**src/rtl/golden_nonce_uart_tx.sv**
```systemverilog
// Queues golden nonces from the hash core and transmits each one as four 8N1 UART bytes
// on txd, least-significant byte first.
module golden_nonce_uart_tx #(
    parameter int CLKS_PER_BIT = 868,
    parameter int FIFO_DEPTH   = 4,
    parameter int FIFO_AW      = 2
) (
    input  logic               hash_clk,
    input  logic               reset,
    input  logic [31:0]        golden_nonce,
    input  logic               golden_nonce_match,
    output logic               txd,
    output logic               busy,
    output logic [FIFO_AW:0]   fifo_count,
    output logic               overflow
);

    localparam int TW = $clog2(CLKS_PER_BIT);
    localparam logic [TW-1:0]    BIT_RELOAD = TW'(CLKS_PER_BIT - 1);
    localparam logic [FIFO_AW:0] FULL       = (FIFO_AW + 1)'(FIFO_DEPTH);

    typedef enum logic [1:0] {IDLE, START, DATA, STOP} state_t;

    state_t             state_q, state_d;
    logic [TW-1:0]      timer_q, timer_d;
    logic [2:0]         bit_idx_q, bit_idx_d;
    logic [1:0]         byte_idx_q, byte_idx_d;
    logic [31:0]        shift_q, shift_d;
    logic               txd_q, txd_d;
    logic               busy_q, busy_d;
    logic               overflow_q, overflow_d;
    logic [FIFO_AW:0]   count_q, count_d;
    logic [FIFO_AW-1:0] wr_ptr_q, wr_ptr_d;
    logic [FIFO_AW-1:0] rd_ptr_q, rd_ptr_d;
    logic [31:0]        mem [FIFO_DEPTH];
    logic               pop, push, bit_done;

    always_comb begin
        state_d    = state_q;
        timer_d    = timer_q;
        bit_idx_d  = bit_idx_q;
        byte_idx_d = byte_idx_q;
        shift_d    = shift_q;
        txd_d      = txd_q;
        overflow_d = overflow_q;
        count_d    = count_q;
        wr_ptr_d   = wr_ptr_q;
        rd_ptr_d   = rd_ptr_q;

        // A pop on the same edge frees a slot, so a strobe into a full FIFO is still taken.
        pop      = (state_q == IDLE) && (count_q != '0);
        push     = golden_nonce_match && ((count_q != FULL) || pop);
        bit_done = (timer_q == '0);

        if (golden_nonce_match && !push) overflow_d = 1'b1;
        if (push) wr_ptr_d = wr_ptr_q + FIFO_AW'(1);
        if (pop)  rd_ptr_d = rd_ptr_q + FIFO_AW'(1);
        case ({push, pop})
            2'b10:   count_d = count_q + (FIFO_AW + 1)'(1);
            2'b01:   count_d = count_q - (FIFO_AW + 1)'(1);
            default: count_d = count_q;
        endcase

        if (state_q != IDLE) timer_d = bit_done ? BIT_RELOAD : timer_q - TW'(1);

        // txd_d always carries the line level for the state being entered.
        case (state_q)
            IDLE: begin
                txd_d = 1'b1;
                if (pop) begin
                    shift_d    = mem[rd_ptr_q];
                    byte_idx_d = 2'd0;
                    timer_d    = BIT_RELOAD;
                    txd_d      = 1'b0;
                    state_d    = START;
                end
            end
            START: begin
                if (bit_done) begin
                    bit_idx_d = 3'd0;
                    txd_d     = shift_q[0];
                    state_d   = DATA;
                end
            end
            DATA: begin
                if (bit_done) begin
                    shift_d = shift_q >> 1;
                    if (bit_idx_q == 3'd7) begin
                        txd_d   = 1'b1;
                        state_d = STOP;
                    end else begin
                        bit_idx_d = bit_idx_q + 3'd1;
                        txd_d     = shift_q[1];
                    end
                end
            end
            STOP: begin
                if (bit_done) begin
                    if (byte_idx_q != 2'd3) begin
                        byte_idx_d = byte_idx_q + 2'd1;
                        txd_d      = 1'b0;
                        state_d    = START;
                    end else begin
                        txd_d   = 1'b1;
                        state_d = IDLE;
                    end
                end
            end
            default: state_d = IDLE;
        endcase

        busy_d = (state_d != IDLE) || (count_d != '0);
    end

    always_ff @(posedge hash_clk or posedge reset) begin
        if (reset) begin
            state_q    <= IDLE;
            timer_q    <= '0;
            bit_idx_q  <= '0;
            byte_idx_q <= '0;
            shift_q    <= '0;
            txd_q      <= 1'b1;
            busy_q     <= 1'b0;
            overflow_q <= 1'b0;
            count_q    <= '0;
            wr_ptr_q   <= '0;
            rd_ptr_q   <= '0;
        end else begin
            state_q    <= state_d;
            timer_q    <= timer_d;
            bit_idx_q  <= bit_idx_d;
            byte_idx_q <= byte_idx_d;
            shift_q    <= shift_d;
            txd_q      <= txd_d;
            busy_q     <= busy_d;
            overflow_q <= overflow_d;
            count_q    <= count_d;
            wr_ptr_q   <= wr_ptr_d;
            rd_ptr_q   <= rd_ptr_d;
        end
    end

    always_ff @(posedge hash_clk) begin
        if (push) mem[wr_ptr_q] <= golden_nonce;
    end

    assign txd        = txd_q;
    assign busy       = busy_q;
    assign fifo_count = count_q;
    assign overflow   = overflow_q;

endmodule

```
**config.mk**
```make
export PLATFORM = sky130hd
export DESIGN_NAME = golden_nonce_uart_tx
export DESIGN_NICKNAME = d
export VERILOG_FILES = /design/src/rtl/golden_nonce_uart_tx.sv
export SDC_FILE = /design/constraint.sdc
export NUM_CORES = 1
export LEC_CHECK = 0
export CAP_MARGIN = 30
export CORE_ASPECT_RATIO = 2
export CORE_UTILIZATION = 32
export CTS_CLUSTER_DIAMETER = 50
export CTS_CLUSTER_SIZE = 10
export DETAILED_ROUTE_END_ITERATION = 12
export DONT_BUFFER_PORTS = 1
export GPL_TIMING_DRIVEN = 1
export SLEW_MARGIN = 5
export SYNTH_ARGS = -nofsm -noshare
export SYNTH_HDL_FRONTEND = slang
export SYNTH_SLANG_ARGS = --single-unit
```
**constraint.sdc**
```tcl
create_clock -name hash_clk -period 3.6 [get_ports hash_clk]
set_clock_uncertainty 0.15 [all_clocks]
set_input_delay 0.72 -clock hash_clk [delete_from_list [all_inputs] [get_ports hash_clk]]
set_output_delay 0.72 -clock hash_clk [all_outputs]
set_load 0.05 [all_outputs]
```
After elaboration in Yosys (flattened, before gate mapping) --
Memories as Yosys holds them, arrays and structs flattened. Index checks and enable logic that the tools add are counted.
Cells by class: multiplexer cells 32, equality and inequality tests 14, reduce and logical (&&, ||, !) cells 19, add/sub/neg operators 7
Operators by type and width (number):
- 32-bit two-way mux | 2
- 32-bit case mux with 2 select lines | 1
- 10-bit two-way mux | 4
- 2-bit two-way mux | 8
- 2-bit inequality test, second input constant | 7
- 3-bit case mux with 2 select lines | 2
- 10-bit zero test | 1
- 2-bit nonzero test | 5
- 10-bit by 1-bit subtractor with 10-bit output, second input constant | 1
- 1-bit two-way mux | 9
- 3-bit two-way mux | 3
- 2-bit case mux with 4 select lines | 1
- 4-bit AND reduction | 2
- 2-bit by 1-bit adder with 2-bit output, second input constant | 3
- 3-bit by 1-bit adder with 3-bit output, second input constant | 2
- 2-bit == test, second input constant | 3
- 3-bit AND reduction | 2
- 3-bit nonzero test | 2
- 2-bit by 1-bit == test with 1-bit output, second input constant | 2
- 1-bit case mux with 4 select lines | 1
- 2-bit case mux with 2 select lines | 1
- 3-bit == test, second input constant | 1
- 1-bit logical AND | 3
- 3-bit inequality test, second input constant | 1
- other kinds (4) | 5
Word-level totals: RAM bits 128, word-level logic and storage cells 84, memories kept 1, flip-flop bits (word level) 59, input port bits 35, output and inout port bits 6
Memory list:
- mem | words 4, bits a word 32, read ports 1, clocked after memory_dff 0, write ports 1, RTL line 35 | logic [31:0] mem [FIFO_DEPTH];

Depth between registers and ports, before layout --
Gate-level depths: netlist (run 1).
depth in word-level cells 8, gate-level depth with buffers 10, gate-level depth less buffers 8

Least setup slack after synthesis (run 1) --
OpenSTA, ideal clock, no wires.
path kind register -> register, start register count_q[0] (netlist: fifo_count[0]), end register busy_q (netlist: busy), data required time 3.319 ns, clock period less this slack 2.912 ns, slack 0.688 ns, library setup time 0.131 ns, data arrival time 2.631 ns, buffers on the path 1, cell stages (with the launch flop) 10, cell sequence dfrtp_1 clkbuf_1 nor3_2 nor2_2 nand2_1 fa_1 or3b_2 o221ai_1 o211ai_1 or3_1
Between the ends: cells in the longest elaborated chain, start to end 8, elaborated cells on any way between the ends 15, those cells by class add/sub: 2; eq/ne: 3; mux: 3; reduce/logical: 7
Ends and longest elaborated chain:
- start, declared | RTL line 32 | logic [FIFO_AW:0] count_q, count_d;
- start signal, assigned | RTL line 137 | count_q <= count_d;
- 3-bit nonzero test | RTL line 51 | pop = (state_q == IDLE) && (count_q != '0);
- 1-bit logical AND | RTL line 51
- 1-bit logical OR | RTL line 52 | push = golden_nonce_match && ((count_q != FULL) || pop);
- 1-bit logical AND | RTL line 52
- 2-bit by 1-bit == test with 1-bit output or 2-bit == test (tied branches) | RTL line 58 | case ({push, pop})
- 3-bit case mux with 2 select lines * | RTL line 58
- via count_d[2] | RTL line 32
- 3-bit nonzero test * | RTL line 112 | busy_d = (state_d != IDLE) || (count_d != '0);
- 1-bit logical OR * | RTL line 112
- via busy_d | RTL line 30 | logic busy_q, busy_d;
- end signal, assigned | RTL line 135 | busy_q <= busy_d;
- end, declared | RTL line 30
The timed path passes the listed nets; every way through them passes the cells marked *. A chain may end at the register's enable or synchronous reset.

Worst setup path in the final report (run 1) --
start register state_q[1], end register busy_q (netlist: busy)
Between the ends: cells in the longest elaborated chain, start to end 8, elaborated cells on any way between the ends 19, those cells by class eq/ne: 5; mux: 7; reduce/logical: 7
Ends and longest elaborated chain:
- start, declared | RTL line 24 | state_t state_q, state_d;
- start signal, assigned | RTL line 129 | state_q <= state_d;
- 2-bit zero test * | RTL line 51
- 1-bit logical AND * | RTL line 51
- 1-bit logical OR | RTL line 52
- 1-bit logical AND | RTL line 52
- 2-bit by 1-bit == test with 1-bit output or 2-bit == test (tied branches) | RTL line 58
- 3-bit case mux with 2 select lines * | RTL line 58
- via count_d[2] | RTL line 32
- 3-bit nonzero test * | RTL line 112
- 1-bit logical OR * | RTL line 112
- via busy_d | RTL line 30
Marks and branches as above.

==> metrics.txt, run 1 <==
Residual DRC=0; clk sink count=187; CTS max path bufs=2; Sw Share=between 20% and 30%; worst slew pin tran=833 ps; Critical Path RT=3770 ps; CTS tree=yes; Critical Path Source Type=flop; via-per-instance ratio=4.86; DR iter-0 viols=210; Fin Setup TNS=0 ps; Logic pwr share=27.2%; Area Overhead vs Synth=13.0%; Routed Wire Length=15.2 mm; post-DP HPWL=roughly 10 mm; slowest cell on the critical path=or2_2; port bufs=0; ANT nets after route=0; initial antenna violation count=0; RSZ-0062 raised after global routing=no; cts hold-fix bufs=0; asr flop ratio synth=31.6%; Tot Pwr=6920 uW; crit-path max FO=10; htree depth=4; core area=24,400 sq um; Post-Syn Nets=493; Die X=113 um; layout cells sized above 1=32.5%; Synth Instances=449; Hold WC Path Type=input port to async pin; Max-cap violations=0; CP max stage delay=390 ps; power density over the cells=between 700 and 800 nW/um^2; peak supply drop=308 uV; Post-Syn Area=7930 sq um; post-synthesis cell type count=52; drt first pass iters=4; initial cell density of the core=32.4%; placed insts=approximately 770; minimum clock period=2840 ps; row count=81; grt ovf=0; Final period util=78.9%; Root Buffer Master=clkbuf_16; critical path arrival=around 3000 ps; final std cells w/o fill=806; leakage=0.00321 uW; GP Congestion=just under 0.8; Die Y=between 200 and 250 um; dominant synthesized flop cell=edfxtp_1; status=finished clean; FMAX=roughly 350 MHz; Worst-path clk slew=70 ps; worst-path cell chain=or2_2 > nor2_2 > nand2_1 > fa_1 > nand2b_1 > o221ai_1 > o211ai_1 > or3_1; flops & latches, synth=187; Synth Area per Inst=17.7 sq um; Avg WL per Cell=18.8 um; Final Hold Fails=0; Setup Fix Bufs, Post-CTS=0; Slew Limit Fails=0; CP Class=flop to flop; post-cts sizing count=0; number of antenna diodes=0; Int Pwr=4940 uW; Finish-stage setup viols=0; Switch Pwr=1980 uW; Synth warnings=0; sequential area share after synthesis=67.1%; Clk Latency, worst-skew pair=440 ps; Die ar.=25,400 sq um; crit path capture type=flop; Global Route Usage Sum=13.1%; Max-slew headroom=44.2%; Inserted Clock Buffers=17; Post-synth EDFFs=128; DR vias=~3,900; Final #Nets=between 500 and 600; vias in the first global route=4,432; first-pass GRT wire length=24.4 mm; IO Count=41; Seq pwr share=between 40% and 50%; largest net degree at the start of global routing=34; clock power share=25.9%
synthesized netlist by cell type, types with 3 or more instances:
cell	n	share of area, %
and2_1	5	0.39
mux4_2	32	9.1
nor2b_1	4	0.32
nor4_1	3	0.24
clkbuf_1	16	0.76
mux2_4	29	5.5
nor3_1	3	0.19
nor2_1	16	0.76
ha_1	8	1.3
a41oi_1	3	0.33
dfrtp_1	58	18
inv_1	10	0.47
a21oi_1	5	0.32
o211ai_1	3	0.28
or3b_2	3	0.33
buf_2	7	0.44
buf_6	4	0.57
mux2_2	33	4.7
a31oi_1	3	0.24
nand2_1	12	0.57
or3_1	3	0.24
o21ai_0	13	0.82
nand3_1	4	0.25
edfxtp_1	128	49
o221ai_1	4	0.44
xnor2_1	7	0.77
cell type report:
type	count	area, sq um
Sequential cell	187	5320
Clock buffer	21	440
Multi-Input combinational cell	225	2440
Clock inverter	11	118
Inverter	10	37.5
Timing Repair Buffer	20	188
Fill cell	2259	15500
Tap cell	332	415
through the flow:
step	hold WS [ps]	cell area, sq um	util, %	setup slack, ps
2_1_floorplan	303	7930	-	688
3_3_place_gp	331	8400	34.4	841
3_5_place_dp	338	8400	34.4	762
4_1_cts	125	8960	36.7	758
5_1_grt	149	8960	36.7	622
6_report	102	8960	36.7	759
cells by family after synthesis:
kind of cell	after synthesis	share of synthesized area [%]
and+or+nand+nor	65	4.55
adders and majority gates	9	1.52
DFF	187	67.1
xor gates and xnor gates	9	0.995
muxes	96	19.5
buffers and inverters	37	2.24
AOI/OAI and AO/OA	46	4.03
power groups by stage:
| stage | Sequential (uW) | Combinational [uW] | Clock (uW) |
|---|---|---|---|
| 6_report | 3250 | 1880 | 1790 |
| 3_3_place_gp | 3270 | 1870 | 0 |
| 3_5_place_dp | 3300 | 1920 | 0 |
| 5_1_grt | 3320 | 2060 | 1910 |
| 2_1_floorplan | 3210 | 1480 | 0 |
| 4_1_cts | 3260 | 1930 | 1830 |
cells in the final DEF (no fill, tap or decap), types with 4 or more instances in the layout:
master,instances
mux4_2,32
a21oi_1,5
and2_1,5
mux2_2,33
mux2_4,29
o21ai_0,13
clkbuf_1,4
edfxtp_1,128
xnor2_1,7
nand3_1,4
dfrtp_1,57
o221ai_1,4
nand2_1,12
clkbuf_16,17
nor2_1,16
ha_1,8
inv_1,9
buf_4,17
per-layer routing:
| metal | global-route usage [%] | up-vias | share of wire (%) |
|---|---|---|---|
| met3 | 3.85 | 23 | 4.4 |
| met1 | 11.9 | 2055 | 34 |
| met5 | 0 | - | 0 |
| met2 | 25.8 | 72 | 59 |
| met4 | 6.32 | 0 | 2.7 |
| li1 | - | 1768 | - |
state kept, by name, summed over array words and instances, names as in the netlist:
name        count
mem           128
shift_q        32
wr_ptr_q        2
overflow        1
txd             1
timer_q        10
state_q         2
byte_idx_q      2
bit_idx_q       3
rd_ptr_q        2
fifo_count      3
busy            1
final timing paths:
| check | to | cells after the start | from | slack [ps] |
|---|---|---|---|---|
| worst max-delay path | busy$_DFF_PP0_ | 8 | state_q[1]$_DFF_PP0_ | 760 |
| worst min-delay path | timer_q[0]$_DFF_PP0_ | 1 | reset | 100 |
| worst max register to register | busy$_DFF_PP0_ | 8 | state_q[1]$_DFF_PP0_ | 760 |
| worst min register to register | timer_q[0]$_DFF_PP0_ | 1 | timer_q[0]$_DFF_PP0_ | 350 |
| max in group asynchronous | shift_q[19]$_DFFE_PP0P_ | 2 | reset | 2570 |
| min in group hash_clk | mem[0][4]$_DFFE_PP_ | 0 | golden_nonce[4] | 230 |
critical path, delay by kind of cell (launching register included):
family / cells / cell delay [ps]
flip-flops: 1 / 370
AO/OA/AOI/OAI: 2 / 320
AND/OR/NAND/NOR: 5 / 1490
adder cells (fa/ha/maj): 1 / 390
Power figures use the tool's default switching activity.
==> run 2: changes to the inputs <==
Clock period 3.6 ns to 2.7 ns, I/O delays scaled along.
==> run 2 against run 1 <==
Worst setup slack got worse by 600 ps. Combinational power rose by 39%. Die area did not move. Via count rose by 0.15%. First-iteration DRC count fell by 17%. Critical path type unchanged. Largest power group unchanged. Highest routed layer unchanged.
==> metrics.txt, run 2 (synthesis results as in run 1) <==
htree depth=4; Final WS setup=159 ps; clock power share=26.5%; pre-CTS setup slack=169 ps; GP Congestion=0.827; post-DP HPWL=10.4 mm; most frequent cells in the layout=128 x edfxtp_1, 57 x dfrtp_1, 33 x mux2_2; Fin Setup TNS=0 ps; Final period util=94.1%; slowest cell on the critical path=or2_2; storage element area=approximately 5300 sq um; initial antenna violation count=0; Critical Path RT=2870 ps; Root Buffer Master=clkbuf_16; commonest non-fill, non-tap cell in the layout=edfxtp_1; Avg WL per Cell=18.8 um; via-per-instance ratio=a little under 5; ANT nets after route=0; area of the multi-input gates=2450 sq um; Sw Share=29.1%; IO Count=41; clk sink count=187; Final #Nets=511; Residual DRC=0; flop-to-flop setup slack=160 ps; FMAX=394 MHz; crit path capture type=flop; port bufs=0; layout cells sized above 1=between 30% and 40%; Finish-stage setup viols=0; hold depth=0; Largest Register=mem; critical path arrival=2710 ps; worst slew pin tran=812 ps; CP max stage delay=around 390 ps; Int Pwr=6670 uW; biggest regs=mem (128), shift_q (32), timer_q (10); first-pass GRT wire length=24.5 mm; Setup Fix Bufs, Post-CTS=0; Area Overhead vs Synth=14.5%; Routed Wire Length=about 15 mm; Switch Pwr=2740 uW; vias in the first global route=4,371; Reg-to-Reg Start=state_q[1]$_DFF_PP0_; RR Endpoint=busy$_DFF_PP0_; Clk Latency, worst-skew pair=430 ps; Critical Path Source Type=flop; Max-slew headroom=45.6%; max FFs per register=128; grt ovf=0; DR iter-0 viols=174; worst-path cell chain=or2_2 > nor2_2 > nand2_1 > fa_1 > nand2b_1 > o221ai_1 > o211ai_1 > or3_1; hold path startpoint=golden_nonce[7]; peak supply drop=around 520 uV; number of antenna diodes=0; CTS max path bufs=2; Max-cap violations=0; drt first pass iters=4; CP Class=flop to flop; Die X=113 um; Hold WC Path Type=input port to flop; worst min-delay path endpoint=mem[2][7]$_DFFE_PP_; core area=24,400 sq um; status=finished clean; power density over the cells=1040 nW/um^2; DR vias=3,924; Global Route Usage Sum=13.2%; Worst-path clk slew=70 ps; final hold slack=45.9 ps; row count=approximately 80; Die Y=225 um; RSZ-0062 raised after global routing=no; CTS tree=yes; Seq pwr share=a little under half; Slew Limit Fails=0; largest net degree at the start of global routing=35; crit-path max FO=10; Fillers=2,261; Die ar.=25,400 sq um; Inserted Clock Buffers=17; initial cell density of the core=32.4%; Reg2Reg Depth=8; Final Hold Fails=0; Logic pwr share=27.9%; leakage=0.00327 uW; minimum clock period=2540 ps
[run 2: cell types whose count changed in the layout (fill, tap and decap cells not counted)]
cell           delta
clkbuf_1          -3
nor3_4            +1
inv_6             +3
buf_4             +3
and2_1            -4
inv_4             -1
buf_12            +2
clkinv_4          +2
nor3_2            -1
and2_2            +4
dlygate4sd3_1     +1
inv_8             +1
clkinv_1          -2
[run 2: area by class of cell]
cell class                 instances  area share (%)
sequential                       187            58.7
multi-input combinational        225            27.0
clock buffer                      18            4.73
tap                              332            4.58
timing repair buffer              26            2.87
clock inverter                    14            1.75
inverter                          10           0.414
[run 2: worst max-delay path by stage]
stage	end	slack (ps)	startpoint	depth (start not counted)
6_report	busy$_DFF_PP0_	160	state_q[1]$_DFF_PP0_	8
5_1_grt	busy$_DFF_PP0_	30	state_q[1]$_DFF_PP0_	8
4_1_cts	busy$_DFF_PP0_	150	state_q[1]$_DFF_PP0_	8
3_5_place_dp	busy$_DFF_PP0_	170	state_q[1]$_DFF_PP0_	8
3_3_place_gp	busy$_DFF_PP0_	270	state_q[1]$_DFF_PP0_	8
2_1_floorplan	busy$_DFF_PP0_	-160	fifo_count[0]$_DFF_PP0_	9
[run 2: stage by stage]
stage	total power, uW	area, sq um	util (%)	std cells
floorplan	6260	7940	-	449
global placement	6930	8470	34.7	779
detailed placement	7060	8470	34.7	779
CTS	9580	9070	37.1	812
global route	9920	9070	37.1	812
finish	9410	9070	37.1	812
[run 2: critical path: cells and delay by family, from the launching register on]
kind | cells | cell delay [ps]
AOI/OAI and AO/OA | 2 | 310
adders and majority gates | 1 | 390
DFF | 1 | 380
and+or+nand+nor | 5 | 1190
[run 2: timing repair]
item	in CTS	in global routing
hold endpoints to repair	27	0
resized for setup	0	0
hold buffers	1	0
[run 2: metal layers]
metal  routed length, um  global-route usage [%]
met5                   0                       0
met4                 423                    6.41
met3                 489                    3.48
met2                8930                    25.4
met1                5390                    12.6
[run 2: power groups by stage]
| stage | sequential (uW) | clock [uW] | combinational, uW |
|---|---|---|---|
| floorplan | 4270 | 0 | 1990 |
| CTS | 4310 | 2560 | 2710 |
| detailed placement | 4360 | 0 | 2710 |
| global placement | 4310 | 0 | 2620 |
| finish | 4300 | 2490 | 2620 |
| global route | 4380 | 2670 | 2880 |
==> run 3: changes to the inputs <==
Settings changed: RECOVER_POWER set to 25.
==> results of run 3 <==
Final layout, timing and power as in run 2 (identical DEF).
